==> config.mk <==
export PLATFORM = sky130hd
export DESIGN_NAME = logic_function_stream_8bit_flat
export DESIGN_NICKNAME = d
export VERILOG_FILES = /design/src/rtl/logic_function_stream_8bit_if.sv /design/src/rtl/logic_function_stream_8bit.sv /design/src/flat_wrapper.sv
export SDC_FILE = /design/constraint.sdc
export NUM_CORES = 1
export LEC_CHECK = 0
export CAP_MARGIN = 20
export CORE_ASPECT_RATIO = 0.5
export CORE_MARGIN = 5
export CORE_UTILIZATION = 57
export CTS_BUF_LIST = sky130_fd_sc_hd__clkbuf_16
export DETAILED_ROUTE_END_ITERATION = 10
export DONT_BUFFER_PORTS = 1
export PLACE_DENSITY = 0.72
export RECOVER_POWER = 25
export SKIP_LAST_GASP = 1
export SYNTH_ARGS = -nofsm -noshare
export SYNTH_HDL_FRONTEND = slang
export SYNTH_SLANG_ARGS = --single-unit
==> constraint.sdc <==
create_clock -name clk -period 4.53 [get_ports clk]
set_input_delay 0.453 -clock clk [delete_from_list [all_inputs] [get_ports clk]]
set_output_delay 0.453 -clock clk [all_outputs]
set_load 0.1 [all_outputs]
==> src/rtl/logic_function_stream_8bit_if.sv <==
// Operand/result stream interface for logic_function_stream_8bit.
// Carries the byte-serial operand input stream and the result output stream.
// master: operand source plus result consumer. slave: the function block.
interface logic_function_stream_8bit_if #(
    parameter int DATA_W = 8
);
    logic              in_valid;
    logic              in_ready;
    logic [DATA_W-1:0] in_data;
    logic              in_first;
    logic              out_valid;
    logic              out_ready;
    logic [DATA_W-1:0] out_data;

    modport master (
        output in_valid,
        output in_data,
        output in_first,
        output out_ready,
        input  in_ready,
        input  out_valid,
        input  out_data
    );

    modport slave (
        input  in_valid,
        input  in_data,
        input  in_first,
        input  out_ready,
        output in_ready,
        output out_valid,
        output out_data
    );
endinterface

==> src/rtl/logic_function_stream_8bit.sv <==
// Sequential front end for Y = (A & B) | ((C ^ D) & E) | ((F ^ G) & H).
// Eight operand bytes arrive on a valid/ready stream in the order A..H.
// Y is registered in a single EVAL cycle and then held on the result stream
// until the consumer takes it.
// Optional macro LFS_RESULT_COUNT_EN adds a 16-bit wrapping counter of
// accepted results on port result_count.
module logic_function_stream_8bit #(
    parameter int DATA_W = 8
) (
    input  logic                          clk,
    input  logic                          rst,
    logic_function_stream_8bit_if.slave   bus,
    output logic                          frame_err,
    output logic                          busy
`ifdef LFS_RESULT_COUNT_EN
    ,
    output logic [15:0]                   result_count
`endif
);

    localparam logic [1:0] S_LOAD = 2'd0;
    localparam logic [1:0] S_EVAL = 2'd1;
    localparam logic [1:0] S_OUT  = 2'd2;

    logic [1:0]        r_state;
    logic [2:0]        r_idx;
    logic [DATA_W-1:0] r_ops [0:7];
    logic [DATA_W-1:0] r_out_data;
    logic              r_frame_err;

    logic              w_in_acc;
    logic              w_out_acc;
    logic [DATA_W-1:0] w_y;

    // Handshake qualifiers and the bitwise result from the operand registers
    always_comb begin
        w_in_acc  = bus.in_valid  && (r_state == S_LOAD);
        w_out_acc = bus.out_ready && (r_state == S_OUT);
        w_y       = (r_ops[0] & r_ops[1])
                  | ((r_ops[2] ^ r_ops[3]) & r_ops[4])
                  | ((r_ops[5] ^ r_ops[6]) & r_ops[7]);
    end

    // Frame loading, evaluation and result hand-off state machine
    always_ff @(posedge clk) begin
        if (rst) begin
            r_state     <= S_LOAD;
            r_idx       <= '0;
            r_out_data  <= '0;
            r_frame_err <= 1'b0;
            for (int unsigned i = 0; i < 8; i++) begin
                r_ops[i] <= '0;
            end
        end else begin
            r_frame_err <= 1'b0;
            case (r_state)
                S_LOAD: begin
                    if (w_in_acc) begin
                        if (bus.in_first && (r_idx != 3'd0)) begin
                            // Resync: drop the partial frame, restart at operand A
                            r_ops[0]    <= bus.in_data;
                            r_idx       <= 3'd1;
                            r_frame_err <= 1'b1;
                        end else begin
                            r_ops[r_idx] <= bus.in_data;
                            if (r_idx == 3'd7) begin
                                r_idx   <= '0;
                                r_state <= S_EVAL;
                            end else begin
                                r_idx <= r_idx + 3'd1;
                            end
                        end
                    end
                end
                S_EVAL: begin
                    r_out_data <= w_y;
                    r_state    <= S_OUT;
                end
                S_OUT: begin
                    if (w_out_acc) begin
                        r_idx   <= '0;
                        r_state <= S_LOAD;
                    end
                end
                default: begin
                    r_idx   <= '0;
                    r_state <= S_LOAD;
                end
            endcase
        end
    end

`ifdef LFS_RESULT_COUNT_EN
    logic [15:0] r_result_count;

    // Count accepted results; wraps naturally at 16 bits
    always_ff @(posedge clk) begin
        if (rst) begin
            r_result_count <= '0;
        end else if (w_out_acc) begin
            r_result_count <= r_result_count + 16'd1;
        end
    end

    assign result_count = r_result_count;
`endif

    assign bus.in_ready  = (r_state == S_LOAD);
    assign bus.out_valid = (r_state == S_OUT);
    assign bus.out_data  = r_out_data;
    assign frame_err     = r_frame_err;
    assign busy          = (r_state != S_LOAD) || (r_idx != 3'd0);

endmodule

==> src/flat_wrapper.sv <==
// flat-port wrapper written by rule: the top's interface ports become plain ports
module logic_function_stream_8bit_flat 
#(
    parameter int DATA_W = 8
)
  (clk, rst, frame_err, busy, bus_in_valid, bus_in_data, bus_in_first, bus_out_ready, bus_in_ready, bus_out_valid, bus_out_data);
  logic_function_stream_8bit_if #(.DATA_W(DATA_W)) bus_i ();
  input  logic clk;
  input  logic rst;
  output logic frame_err;
  output logic busy;
  input wire logic [$bits(bus_i.in_valid)-1:0] bus_in_valid;
  input wire logic [$bits(bus_i.in_data)-1:0] bus_in_data;
  input wire logic [$bits(bus_i.in_first)-1:0] bus_in_first;
  input wire logic [$bits(bus_i.out_ready)-1:0] bus_out_ready;
  output wire logic [$bits(bus_i.in_ready)-1:0] bus_in_ready;
  output wire logic [$bits(bus_i.out_valid)-1:0] bus_out_valid;
  output wire logic [$bits(bus_i.out_data)-1:0] bus_out_data;
  assign bus_i.in_valid = bus_in_valid;
  assign bus_i.in_data = bus_in_data;
  assign bus_i.in_first = bus_in_first;
  assign bus_i.out_ready = bus_out_ready;
  assign bus_in_ready = bus_i.in_ready;
  assign bus_out_valid = bus_i.out_valid;
  assign bus_out_data = bus_i.out_data;
  logic_function_stream_8bit #(.DATA_W(DATA_W)) u_core (.clk(clk), .rst(rst), .bus(bus_i), .frame_err(frame_err), .busy(busy));
endmodule
==> results of run 1 <==
worst paths after layout:
kind                                        start                 end  depth (start not counted)
worst min register to register    u_core.r_idx[2]     u_core.r_idx[2]                          2
worst min-delay path                          rst     u_core.r_idx[2]                          1
worst max register to register    u_core.r_idx[1]  u_core.r_ops[5][2]                          6
worst max-delay path            u_core.r_state[1]                busy                          3
power groups by stage:
stage          Clock (W)  Sequential [W]  Combinational, W
2_1_floorplan          0        0.000828         0.0000659
3_3_place_gp           0        0.000835         0.0000759
3_5_place_dp           0        0.000836         0.0000785
4_1_cts         0.000693        0.000822         0.0000791
5_1_grt         0.000736        0.000824         0.0000865
6_report        0.000683        0.000822         0.0000781
metrics by stage:
step / worst slack, ps / power [W] / std cells / instance area [sq um] / util [%]
after floorplan: 1357 / 0.0008938 / 258 / 3221 / -
after global placement: 1669 / 0.0009113 / 322 / 3278 / 59.95
after detailed placement: 1537 / 0.0009150 / 322 / 3278 / 59.95
after CTS: 1504 / 0.001594 / 338 / 3563 / 65.17
after global routing: 1210 / 0.001647 / 338 / 3557 / 65.06
final: 1439 / 0.001583 / 338 / 3557 / 65.06
routing by layer:
| metal | routed length, um | GRT usage, % | vias to the layer above | part of all wire [%] |
|---|---|---|---|---|
| met5 | 0 | 0 | - | 0 |
| met4 | 131 | 7.381 | 0 | 2.0 |
| met3 | 556 | 7.553 | 15 | 8.4 |
| met2 | 3066 | 30.13 | 100 | 46 |
| met1 | 2871 | 27.77 | 963 | 43 |
| li1 | - | - | 923 | - |
cell usage in the layout (no fill, tap or decap), types with 5 or more instances in the layout:
cell type,instances
a211oi_1,8
a222oi_1,8
and2_1,9
clkbuf_16,9
dfxtp_1,14
edfxtp_1,64
inv_1,5
nand2_1,22
nor2_1,66
o21bai_1,5
xor2_1,16
sequential cells by signal, indices dropped and copies added, names as in the netlist:
register             count
u_core.r_idx             3
u_core.bus.out_data      8
u_core.r_state           2
u_core.frame_err         1
u_core.r_ops            64
area by class of cell:
type	instances	area (sq um)	share of cell area (%)
clock buffer	9	225.2	6.331
clock inverter	7	60.06	1.688
inverter	3	11.26	0.3166
multi-input combinational	166	955.9	26.87
sequential	78	2202	61.91
tap	73	91.34	2.568
timing repair buffer	2	11.26	0.3166
cell families (layout without fill, tap and decap cells):
kind of cell / after synthesis / after routing / synth area share, %
xor+xnor: 16 / 16 / 4.351
buf+inv: 14 / 21 / 2.020
fa+ha+maj: 3 / 3 / 1.166
compound gates: 32 / 32 / 8.159
flops: 78 / 78 / 68.38
simple gates: 115 / 115 / 15.93
==> run_results.csv, run 1 <==
group,metric,value,unit
status,outcome,"finished with violations",
status,violations,"capacitance limit, slew limit",
yosys,synthFlopType,"edfxtp_1",
pwr,clockPowerShare,43.2,%
yosys,async_flop_share,0,%
critical_path,arrival,2640,ps
place,port_buffers,0,
yosys,synth-edff-count,64,
critical_path,crit_type,"reg -> out",
yosys,yosys-top-cells-area,"edfxtp_1 (60%), dfxtp_1 (8.7%), nor2_1 (7.8%)",
critical_path,worst_setup_path_end_kind,"output pin",
yosys,synth_cell_types,30,
pwr,internal-power,0.001246,W
yosys,synth_area,3221,sq um
clock_tree,root_buffer,"clkbuf_16",
critical_path,start_kind,"flip-flop",
yosys,seq_area_frac_synth,68.38,%
floorplan,io_pins,25,
sta,tns,0,ps
sta,rsz0062_at_grt,"no",
critical_path,required,4080,ps
worst_hold_path,hold_class,"in -> reg",
pwr,comb_power_share,4.9,%
yosys,ys_ff_latch,78,
global_route,antenna_found_initial,0,
cells_and_area,drive_above_1_share,7.925,%
place,gp_congestion,0.8698,
sta,slew_headroom,-24.66,%
sta,setup_viol,0,
route,dr_total_vias,2001,
floorplan,fp.dieH,63.15,um
sta,worst_pin_slew,1866,ps
global_route,grt_pass1_wl,10920,um
yosys,synth.most_common_cell,"nor2_1",
pwr,p_switching,0.0003376,W
route,drc,0,
cells_and_area,fillers,415,
critical_path,critical_path.max_stage_delay,950,ps
clock_tree,post_cts_buffers,0,
global_route,grt_use_total,20.44,%
clock_tree,cts_tree,"yes",
place,dp_hpwl,4739,um
pwr,p_leak,1.320,nW
pwr,seqPwrFrac,51.9,%
sta,finalHoldViolations,0,
sta,period_share,68.24,%
route,drt_iter0_markers,243,
clock_tree,cts_resized,0,
job,cap_violations,1,
clock_tree,max-clock-path-buffers,2,
sta,hold_slack,185.6,ps
route,totalWireLength,6625,um
floorplan,initial_core_util,58.90,%
global_route,grt_max_degree,24,
critical_path,ff2ff_setup_slack,1460,ps
yosys,syn_inst,258,
sta,clock.fmax,323.5,MHz
clock_tree,clk_latency,340,ps
yosys,synthTopCellsByCount,"nor2_1 (67), edfxtp_1 (64), nand2_1 (22)",
pwr,ir_drop,0.3099,mV
critical_path,critPathTopFamily,"simple AND/OR/NAND/NOR gates",
clock_tree,clkTransAtPathRegs,50,ps
pwr,swShare,21.32,%
floorplan,die_x,116.3,um
yosys,synth_top_area_share,59.67,%
sta,final.min_clock_period,3091,ps
sta,fin_worst_skew,10.06,ps
critical_path,path_cells,"nor2_2, clkbuf_1, nand2b_1",
floorplan,coreArea,5468,sq um
yosys,ys_warn_count,0,
critical_path,crit_buf_inv,1,
yosys,synth_top_cell_by_area,"edfxtp_1",
cells_and_area,n_antenna_cell,0,
global_route,grt.overflow.total,0,
route,wl_per_cell,19.60,um
pwr,p_per_area,445.1,nW/um^2
route,first_pass_iters,5,
clock_tree,cts.sinks,78,
route,ant_nets,0,
sta,maxSlewViolCount,2,
floorplan,rows,19,
floorplan,fp.dieArea,7344,sq um
clock_tree,numCtsBuffers,9,
cells_and_area,synthToLayoutAreaGrowth,10.45,%
critical_path,critical_path.slowest_cell,"clkbuf_1",
yosys,syn-mean-instance-area,12.48,sq um
route,viasPerCell,5.920,
clock_tree,h-tree-depth,3,
critical_path,worstPathMaxFanout,5,
clock_tree,cts.hold.buffers_added,0,
cells_and_area,fin_nets,276,
global_route,grt_pass1_vias,2062,
yosys,syn-num-nets,274,
Note: power is estimated with default switching activity, not from simulation.
==> run 2: changes to the inputs <==
Settings changed: CORE_UTILIZATION 57 to 56, PLACE_DENSITY 0.72 to 0.74.
Clock period 4.53 ns to 2.5 ns, I/O delays scaled along.
==> run_results.csv, run 2 (same netlist as run 1, synthesis figures left out) <==
group,metric,value,unit
floorplan,fp.dieH,63.63,um
route,route.met3.wl,790,um
sta,final.min_clock_period,2124,ps
sta,rsz0062_at_grt,"no",
clock_tree,clk_latency,320,ps
sta,setup_viol,0,
clock_tree,h-tree-depth,3,
place,placed_cells,344,
cells_and_area,mostFrequentLayoutCell,"nor2_1",
pwr,p_leak,1.399,nW
floorplan,io_pins,25,
sta,period_share,84.94,%
floorplan,rows,19,
cells_and_area,drive_above_1_share,11.81,%
sta,clock.fmax,470.9,MHz
clock_tree,cts.hold.buffers_added,1,
clock_tree,cts_resized,0,
floorplan,initial_core_util,58.14,%
cells_and_area,regMostFlops,"u_core.r_ops",
sta,worst_pin_slew,1214,ps
cells_and_area,n_antenna_cell,0,
critical_path,required,2540,ps
route,drc,0,
route,ant_nets,0,
pwr,finalPower,0.002985,W
clock_tree,clkTransAtPathRegs,60,ps
clock_tree,root_buffer,"clkbuf_16",
sta,maxSlewViolCount,0,
pwr,ir_drop,0.5101,mV
place,placed_area,3443,sq um
global_route,grt_use_total,21.10,%
critical_path,crit_type,"reg -> reg",
cells_and_area,synthToLayoutAreaGrowth,15.73,%
route,first_pass_iters,6,
place,port_buffers,0,
pwr,p_per_area,800.7,nW/um^2
sta,fin_worst_skew,3.651,ps
sta,finalHoldViolations,0,
place,gp_congestion,0.8490,
clock_tree,post_cts_buffers,0,
route,dr_total_vias,2075,
clock_tree,max-clock-path-buffers,2,
critical_path,arrival,2160,ps
global_route,grt_pass1_vias,2207,
sta,slew_headroom,19.04,%
cells_and_area,layout_common_cells,"nor2_1 (66), edfxtp_1 (64), nand2_1 (22)",
global_route,grt.overflow.total,0,
route,route.top_layer_used,"met4",
sta,worst_slack,376.5,ps
floorplan,coreArea,5539,sq um
route,totalWireLength,6907,um
job,cap_violations,0,
cells_and_area,design_area,3727,sq um
sta,tns,0,ps
clock_tree,numCtsBuffers,9,
route,drt_iter0_markers,224,
cells_and_area,largest_register_ffs,64,
clock_tree,cts_tree,"yes",
critical_path,start_kind,"flip-flop",
place,dp_hpwl,4490,um
global_route,grt_pass1_wl,11390,um
route,drt-met1-wl,2961,um
worst_hold_path,hold_class,"in -> reg",
status,outcome,"completed",
floorplan,die_x,117.2,um
route,wl_per_cell,19.13,um
floorplan,fp.dieArea,7460,sq um
cells_and_area,fin_nets,300,
critical_path,worstPathMaxFanout,9,
route,wl_met2,3091,um
critical_path,worst_setup_path_end_kind,"flip-flop",
route,viasPerCell,5.748,
global_route,grt_max_degree,18,
global_route,antenna_found_initial,0,
place,preCtsSetupSlack,388.4,ps
cells_and_area,stdcell_count,361,
clock_tree,cts.sinks,78,
run 2: cell count changes in the layout (fill, tap and decap cells not counted):
cell / delta
buf_4: +12
clkbuf_1: +10
dlygate4sd3_1: +2
bufinv_16: +1
clkinv_1: -1
clkinv_2: -1
clkinv_4: -1
clkinvlp_4: +1
nor2b_1: -1
nor2b_2: +1
run 2: report_power, final:
group / internal (W) / switching (W) / total, W / leakage (nW)
Combinational: 0.0000557 / 0.000116 / 0.000172 / 0.466
Sequential: 0.00146 / 0.0000274 / 0.00148 / 0.779
Clock: 0.000858 / 0.000470 / 0.00133 / 0.154
Total: 0.00237 / 0.000614 / 0.00298 / 1.40
run 2: area by class of cell:
cell class                 count  area [sq um]
multi-input combinational    166         958.4
clock inverter                 6         80.08
inverter                       3         11.26
tap                           73         91.34
timing repair buffer          26         158.9
clock buffer                   9         225.2
fill                         395          1812
sequential                    78          2202
run 2: final timing paths:
kind	startpoint	end	slack [ps]	cells after the start
setup reg to reg	u_core.r_state[1]	u_core.r_ops[1][2]	380	5
setup / recovery	u_core.r_state[1]	u_core.r_ops[1][2]	380	5
hold reg to reg	u_core.bus.out_data[3]	u_core.bus.out_data[3]	510	2
hold / removal	bus_in_data[1]	u_core.r_ops[0][1]	120	1
run 2: critical path: stages (launching register included):
cell      delay, ps
dfxtp_1         340
or3b_1          530
a211oi_4        420
nand3b_4        160
o21bai_1        200
buf_4           170
run 2: layer usage:
| layer | GRT usage, % | vias up |
|---|---|---|
| li1 | - | 972 |
| met1 | 28.88 | 983 |
| met2 | 31.20 | 112 |
| met3 | 8.604 | 8 |
| met4 | 5.579 | 0 |
| met5 | 0 | - |
run 2: through the flow:
stage / util [%] / hold slack [ps]
global placement: 62.16 / 323.4
CTS: 67.86 / 6.658
global route: 67.29 / 104.9
detailed placement: 62.16 / 325.5
floorplan: - / 448.2
finish: 67.29 / 121.2
==> run 3: changes to the inputs <==
Clock period 2.5 ns to 1.7 ns, I/O delays scaled along.
==> run_results.csv, run 3 (same netlist as run 1, synthesis figures left out) <==
group,metric,value,unit
clock_tree,clk_latency,340,ps
place,dp_hpwl,4854,um
sta,setup_viol,34,
sta,fin_worst_skew,9.687,ps
critical_path,critical_path.slowest_cell,"or3b_4",
cells_and_area,multiInputGateArea,1040,sq um
route,ant_nets,0,
critical_path,critPathTopFamily,"simple AND/OR/NAND/NOR gates",
critical_path,arrival,1840,ps
place,port_buffers,0,
global_route,grt_pass1_wl,11960,um
route,first_pass_iters,7,
route,dr_total_vias,2197,
global_route,grt_max_degree,18,
clock_tree,max-clock-path-buffers,2,
clock_tree,cts.sinks,78,
sta,clock.fmax,558.5,MHz
pwr,internal-power,0.003719,W
route,drc,0,
route,drt_iter0_markers,272,
cells_and_area,synthToLayoutAreaGrowth,25.45,%
cells_and_area,seq_area,2205,sq um
place,placed_cells,353,
critical_path,path_cells,"or3b_4, a211oi_4, buf_6, nand3b_4, o21bai_4, buf_12",
job,cap_violations,0,
cells_and_area,largest_register_ffs,64,
pwr,finalPower,0.004697,W
critical_path,crit_type,"reg -> reg",
cells_and_area,layout_common_cells,"nor2_1 (65), edfxtp_1 (64), nand2_1 (22)",
worst_hold_path,hold_class,"in -> reg",
global_route,grt_pass1_vias,2219,
critical_path,start_kind,"flip-flop",
cells_and_area,drive_above_1_share,23.67,%
floorplan,fp.dieH,63.63,um
cells_and_area,n_antenna_cell,0,
sta,maxSlewViolCount,0,
sta,finalHoldViolations,0,
pwr,swShare,20.82,%
cells_and_area,fillers,361,
clock_tree,clkTransAtPathRegs,60,ps
floorplan,coreArea,5539,sq um
route,viasPerCell,5.890,
sta,worst_pin_slew,687.0,ps
floorplan,fp.dieArea,7460,sq um
pwr,seqPwrFrac,46.3,%
floorplan,die_x,117.2,um
sta,rsz0062_at_grt,"yes",
global_route,grt_use_total,22.46,%
floorplan,initial_core_util,58.14,%
route,wl_per_cell,20.14,um
clock_tree,root_buffer,"clkbuf_16",
floorplan,rows,19,
cells_and_area,fin_nets,311,
sta,period_share,105.3,%
cells_and_area,regMostFlops,"u_core.r_ops",
critical_path,crit_buf_inv,2,
place,gp_congestion,0.8184,
global_route,antenna_found_initial,0,
pwr,p_per_area,1163,nW/um^2
clock_tree,cts_tree,"yes",
pwr,p_switching,0.0009781,W
pwr,comb_power_share,7.2,%
critical_path,critical_path.max_stage_delay,410,ps
pwr,p_leak,1.581,nW
sta,worst_slack,-90.50,ps
sta,final.min_clock_period,1790,ps
clock_tree,numCtsBuffers,9,
status,violations,"setup timing",
cells_and_area,stdcell_count,373,
floorplan,io_pins,25,
pwr,clockPowerShare,46.5,%
critical_path,worst_setup_path_end_kind,"flip-flop",
critical_path,required,1750,ps
sta,slew_headroom,54.05,%
route,totalWireLength,7511,um
status,outcome,"finished with violations",
cells_and_area,mostFrequentLayoutCell,"nor2_1",
global_route,grt.overflow.total,0,
critical_path,worstPathMaxFanout,8,
pwr,ir_drop,0.7233,mV
clock_tree,h-tree-depth,3,
[run 3: metal layers]
layer  wire, um  global-route usage [%]  vias to the layer above
met2       3660                   36.20                      111
li1           -                       -                     1006
met3        724                   8.509                       19
met4         99                   6.867                        0
met1       3027                   28.12                     1061
met5          0                       0                        -
[run 3: final timing paths]
path / start / depth (start not counted) / slack (ps) / endpoint
setup / recovery: u_core.r_state[0] / 6 / -90 / u_core.r_ops[1][5]
hold / removal: bus_in_data[6] / 1 / 30 / u_core.r_ops[0][6]
setup reg to reg: u_core.r_state[0] / 6 / -90 / u_core.r_ops[1][5]
hold reg to reg: u_core.bus.out_data[4] / 2 / 500 / u_core.bus.out_data[4]
[run 3: cell type report]
class / count / share of cell area (%)
Sequential cell: 78 / 54.57
Timing Repair Buffer: 37 / 8.609
Multi-Input combinational cell: 166 / 25.74
Clock buffer: 9 / 5.574
Clock inverter: 7 / 2.973
Tap cell: 73 / 2.261
Inverter: 3 / 0.2787
[run 3: power groups by stage]
stage               sequential (W)  combinational (W)  clock, W
floorplan                  0.00221           0.000194         0
global placement           0.00221           0.000300         0
finish                     0.00217           0.000338   0.00218
detailed placement         0.00221           0.000307         0
global route               0.00218           0.000363   0.00232
CTS                        0.00217           0.000334   0.00221
[run 3: through the flow]
| stage | instance area [sq um] | worst slack [ps] | utilization [%] | TNS (ps) | hold WS, ps |
|---|---|---|---|---|---|
| CTS | 4045 | -72.57 | 73.03 | -1256 | 23.44 |
| detailed placement | 3631 | -269.1 | 65.55 | -11790 | 235.9 |
| global route | 4040 | -136.9 | 72.94 | -5451 | 23.75 |
| global placement | 3631 | -226.6 | 65.55 | -8549 | 234.9 |
| floorplan | 3312 | -506.1 | - | -10340 | 361.3 |
| finish | 4040 | -90.50 | 72.94 | -1660 | 30.82 |
[run 3: repair_timing]
item	CTS	global route
setup endpoints to repair	100	74
cloned	0	0
buffers inserted	3	0
pin swaps	5	3
gates resized for setup	3	7
hold buffers	1	0
hold endpoints to repair	13	0
